--- src/rtl/apu_pkg.sv ---
// apu_pkg: shared APU frame-sequencer constants, event encoding and step event table.
package apu_pkg;

    localparam logic MODE_4STEP = 1'b0;
    localparam logic MODE_5STEP = 1'b1;
    localparam int   MODE_BIT   = 7;
    localparam int   INH_BIT    = 6;

    localparam logic [2:0] STEP_LAST_4 = 3'd3;
    localparam logic [2:0] STEP_LAST_5 = 3'd4;

    typedef struct packed {
        logic q;
        logic h;
        logic irq;
    } seq_evt_t;

    // Events fired by a tick, indexed by the step value at the tick
    function automatic seq_evt_t seq_event(input logic mode, input logic [2:0] s);
        case ({mode, s})
            {MODE_4STEP, 3'd0}, {MODE_4STEP, 3'd2},
            {MODE_5STEP, 3'd0}, {MODE_5STEP, 3'd2}: return seq_evt_t'(3'b100);
            {MODE_4STEP, 3'd1}, {MODE_5STEP, 3'd1},
            {MODE_5STEP, 3'd4}:                     return seq_evt_t'(3'b110);
            {MODE_4STEP, 3'd3}:                     return seq_evt_t'(3'b111);
            default:                                return seq_evt_t'(3'b000);
        endcase
    endfunction

endpackage

--- src/rtl/apu_prescaler.sv ---
// apu_prescaler: modulo-N counter with synchronous clear and a tick on the last count.
module apu_prescaler #(
    parameter int N = 3729,
    parameter int W = 12
) (
    input  logic clk,
    input  logic rst,
    input  logic clr,
    output logic tick
);

    localparam logic [W-1:0] LAST = W'(N - 1);

    logic [W-1:0] count;

    assign tick = count == LAST;

    always_ff @(posedge clk or posedge rst)
        if (rst)
            count <= '0;
        else
            count <= (clr || tick) ? '0 : count + 1'b1;

endmodule

--- src/rtl/apu_frame_sequencer.sv ---
// apu_frame_sequencer: divides apu_clk into quarter/half-frame strobes, owns the
// frame-counter register and raises the frame IRQ.
module apu_frame_sequencer
    import apu_pkg::*;
#(
    parameter int STEP_LEN = 3729,
    parameter int CNT_W    = 12
) (
    input  logic       apu_clk,
    input  logic       rst,
    input  logic       cfg_wr,
    input  logic [7:0] cfg_data,
    input  logic       irq_ack,
    output logic       qtr_clk,
    output logic       hlf_clk,
    output logic       irq,
    output logic [2:0] step
);

    logic     mode;
    logic     inh;
    logic     tick;
    logic     adv;
    logic     wr_5step;
    logic     wr_inh;
    logic [2:0] step_nxt;
    seq_evt_t ev;

    apu_prescaler #(.N(STEP_LEN), .W(CNT_W)) u_prescaler (
        .clk (apu_clk),
        .rst (rst),
        .clr (cfg_wr),
        .tick(tick)
    );

    // A register write restarts the frame, so it swallows a coincident tick
    assign adv      = tick & ~cfg_wr;
    assign ev       = seq_event(mode, step);
    assign wr_5step = cfg_data[MODE_BIT] == MODE_5STEP;
    assign wr_inh   = cfg_data[INH_BIT];

    always_comb
        step_nxt = (step >= (mode == MODE_5STEP ? STEP_LAST_5 : STEP_LAST_4)) ? 3'd0 : step + 3'd1;

    always_ff @(posedge apu_clk or posedge rst)
        if (rst) begin
            mode    <= MODE_4STEP;
            inh     <= 1'b0;
            step    <= 3'd0;
            qtr_clk <= 1'b0;
            hlf_clk <= 1'b0;
            irq     <= 1'b0;
        end else begin
            if (cfg_wr) begin
                mode <= cfg_data[MODE_BIT];
                inh  <= wr_inh;
            end
            step    <= (cfg_wr || step > STEP_LAST_5) ? 3'd0 : adv ? step_nxt : step;
            qtr_clk <= cfg_wr ? wr_5step : adv & ev.q;
            hlf_clk <= cfg_wr ? wr_5step : adv & ev.h;
            irq     <= (adv & ev.irq & (mode == MODE_4STEP) & ~inh)
                     | (irq & ~irq_ack & ~(cfg_wr & wr_inh));
        end

endmodule

--- config.mk ---
export PLATFORM = sky130hd
export DESIGN_NAME = apu_frame_sequencer
export DESIGN_NICKNAME = d
export VERILOG_FILES = /design/src/rtl/apu_pkg.sv /design/src/rtl/apu_prescaler.sv /design/src/rtl/apu_frame_sequencer.sv
export SDC_FILE = /design/constraint.sdc
export NUM_CORES = 1
export LEC_CHECK = 0
export ABC_CLOCK_PERIOD_IN_PS = 2950
export CAP_MARGIN = 40
export CORE_ASPECT_RATIO = 0.9
export CORE_UTILIZATION = 63
export DETAILED_ROUTE_END_ITERATION = 8
export DONT_BUFFER_PORTS = 1
export PLACE_DENSITY = 0.79
export SYNTH_ARGS = -nofsm -noshare
export SYNTH_HDL_FRONTEND = slang
export SYNTH_SLANG_ARGS = --single-unit
--- constraint.sdc ---
create_clock -name apu_clk -period 2.95 [get_ports apu_clk]
set_input_delay 0.1475 -clock apu_clk [delete_from_list [all_inputs] [get_ports apu_clk]]
set_output_delay 0.1475 -clock apu_clk [all_outputs]
set_load 0.02 [all_outputs]
==> run_results.csv <==
group,metric,value,unit
global_routing,grt_use_met3,0.0826,
routing,drt_iter0_markers,22,
clock_tree,cts.sinks,20,
logic_synthesis,syn_area_per_cell,9.93,µm²
worst_setup_path,crit_required,3.12,ns
clock_tree,postCtsSetupBuffers,0,
global_routing,grt_pass1_wl,3080,µm
power_and_ir_drop,p_leak,0.536,nW
timing,finalSetupViolCount,0,
timing,max_freq,527,MHz
logic_synthesis,synth_top_cell_by_area,"dfrtp_1",
floorplan,rows,13,
logic_synthesis,yosys_warnings,0,
flow_run,max_cap_viol_count,0,
logic_synthesis,syn_inst,110,
logic_synthesis,synth-seq-cells,20,
final_layout,area_growth,8.71,%
clock_tree,cts.path.max_buffers,2,
placement,hpwlAfterDp,1330,µm
routing,via_per_inst,5.63,
power_and_ir_drop,netSwitchingFraction,0.228,
clock_tree,numCtsBuffers,3,
floorplan,die_w,45.9,µm
worst_setup_path,cp.arrival,2.07,ns
floorplan,initial_core_util,0.714,
final_layout,final_cell_mix,"dfrtp_1 (20), nor2_1 (13), ha_1 (10)",
power_and_ir_drop,switchingPower,0.102,mW
logic_synthesis,synthesis.nets,132,
routing,firstDrtPassIters,4,
routing,vias,782,
global_routing,grt_busiest_layer,"met2",
routing,drc,0,
logic_synthesis,synthTopCellsByArea,"dfrtp_1 (46%), ha_1 (11%), xor2_1 (6.4%)",
worst_setup_path,worstPathMaxFanout,12,
global_routing,grtUsageTotal,0.222,
clock_tree,cts_tree,"yes",
timing,slew_viol_final,0,
timing,final.min_clock_period,1.90,ns
timing,grt_setup_unrepaired,"no",
power_and_ir_drop,power-per-cell-area,376,mW/mm²
routing,wirelength,1850,µm
floorplan,io_pins,18,
hold_path,min_path_type,"in -> reg",
logic_synthesis,synth_area,0.00109,mm²
final_layout,diodes,0,
timing,tns,0,ns
clock_tree,clk_pin_slew_worst_paths,0.10,ns
timing,final_hold_viol_count,0,
placement,portBuffers,0,
clock_tree,root_buffer,"clkbuf_4",
run_status,status,"finished clean",
global_routing,antenna_found_initial,0,
power_and_ir_drop,clkPwrFrac,0.267,
floorplan,fp.dieArea,0.00190,mm²
logic_synthesis,synth_top_area_share,0.458,
global_routing,grt_max_degree,21,
timing,post-route-period-util,0.643,
worst_setup_path,worstSetupStartpointType,"flop",
floorplan,die_h,41.5,µm
worst_setup_path,critical_path_class,"reg -> reg",
timing,clock_skew,0.00340,ns
timing,tightest_slew,0.746,ns
power_and_ir_drop,p_seq_frac,0.650,
timing,hold_ws,0.0514,ns
global_routing,grt_pass1_vias,736,
placement,gp_congestion,0.843,
worst_setup_path,crit_path_end_kind,"flop",
final_layout,final_common_cell,"dfrtp_1",
clock_tree,htree_levels,1,
routing,post_drt_wl_per_cell,13.3,µm
clock_tree,clkLatencyLatePin,0.29,ns
floorplan,coreArea,0.00153,mm²
global_routing,use_met2,0.330,
global_routing,met1_usage,0.305,
power_and_ir_drop,vdd_drop_max,0.000478,V
final_layout,fin_nets,141,
final_layout,layout-drive-gt1-share,0.0684,
routing,drtAntennaViolNets,0,
power_and_ir_drop,p_int,0.345,mW
timing,relSlewSlack,0.502,
logic_synthesis,synth.yosys.seq_area_share,0.458,
power_and_ir_drop,p_comb_frac,0.083,
logic_synthesis,ys_types,30,
global_routing,gr-total-overflow,0,
## metrics by stage
stage | cells | power, mW | setup slack [ns] | utilization | area (µm²)
2_1_floorplan | 110 | 0.320 | 1.23 | - | 1090
3_3_place_gp | 131 | 0.325 | 1.11 | 0.729 | 1110
3_5_place_dp | 131 | 0.327 | 1.05 | 0.729 | 1110
4_1_cts | 137 | 0.450 | 1.04 | 0.764 | 1170
5_1_grt | 139 | 0.472 | 0.927 | 0.777 | 1190
6_report | 139 | 0.447 | 1.05 | 0.777 | 1190
## Yosys cell counts (all sizes together)
| cell | number |
|---|---|
| nor2 | 13 |
| nand3 | 6 |
| o21bai | 1 |
| nand4bb | 1 |
| nand4 | 2 |
| nor3 | 2 |
| xor2 | 8 |
| nor2b | 1 |
| o21ba | 1 |
| dfrtp | 20 |
| a21oi | 5 |
| nand2b | 1 |
| a21boi | 1 |
| o21ai | 7 |
| or3b | 1 |
| buf | 1 |
| mux2 | 1 |
| inv | 8 |
| and4 | 3 |
| nand4b | 1 |
| nand2 | 8 |
| ha | 10 |
| and3 | 1 |
| or3 | 4 |
| or2b | 1 |
| o2111ai | 1 |
| xnor2 | 1 |
## cell type report
class	count	area, µm²
Multi-Input combinational cell	81	557
Tap cell	22	27.5
Fill cell	114	342
Inverter	8	30.0
Timing Repair Buffer	5	50.0
Clock buffer	3	22.5
Sequential cell	20	500
## critical path, cell delays in order, from the launching register on
cell and delay, ns:
dfrtp_1 0.45, or3b_1 0.40, or3_4 0.41, or2b_1 0.41, nor2_1 0.10
## metal layers
layer,part of all wire,vias to the layer above
met5,0,-
met4,0.0076,0
met3,0.049,2
met2,0.47,18
met1,0.48,371
li1,-,391
## repair_timing
| action | in CTS | in global routing |
|---|---|---|
| hold buffers | 3 | 2 |
| hold endpoints to repair | 23 | 3 |
| gates resized for setup | 0 | 0 |
## kinds of logic after synthesis
family | synth area share
flops | 0.458
xor+xnor | 0.0722
fa+ha+maj | 0.115
simple gates | 0.223
compound gates | 0.0894
mux | 0.0103
buf+inv | 0.0321
## power groups by stage
stage / clock, mW / combinational (mW) / sequential, mW
3_3_place_gp: 0 / 0.0301 / 0.295
3_5_place_dp: 0 / 0.0315 / 0.296
4_1_cts: 0.125 / 0.0348 / 0.290
6_report: 0.119 / 0.0370 / 0.290
2_1_floorplan: 0 / 0.0262 / 0.294
5_1_grt: 0.138 / 0.0425 / 0.292
## final timing paths
kind                            depth (start not counted)  slack, ns                   end            startpoint
worst max-delay path                                    4       1.05  u_prescaler.count[9]  u_prescaler.count[4]
worst min-delay path                                    3       0.05               qtr_clk                cfg_wr
worst max register to register                          4       1.05  u_prescaler.count[9]  u_prescaler.count[4]
worst min register to register                          1       0.51  u_prescaler.count[0]  u_prescaler.count[0]
max in group asynchronous                               2       2.06  u_prescaler.count[2]                   rst
min in group asynchronous                               2       0.42  u_prescaler.count[6]                   rst
## state kept, by name (all words and copies together), names as in the netlist
signal,flops
hlf_clk,1
inh,1
irq,1
mode,1
qtr_clk,1
step,3
u_prescaler.count,12
No activity file was read; power rests on OpenSTA's default activity.
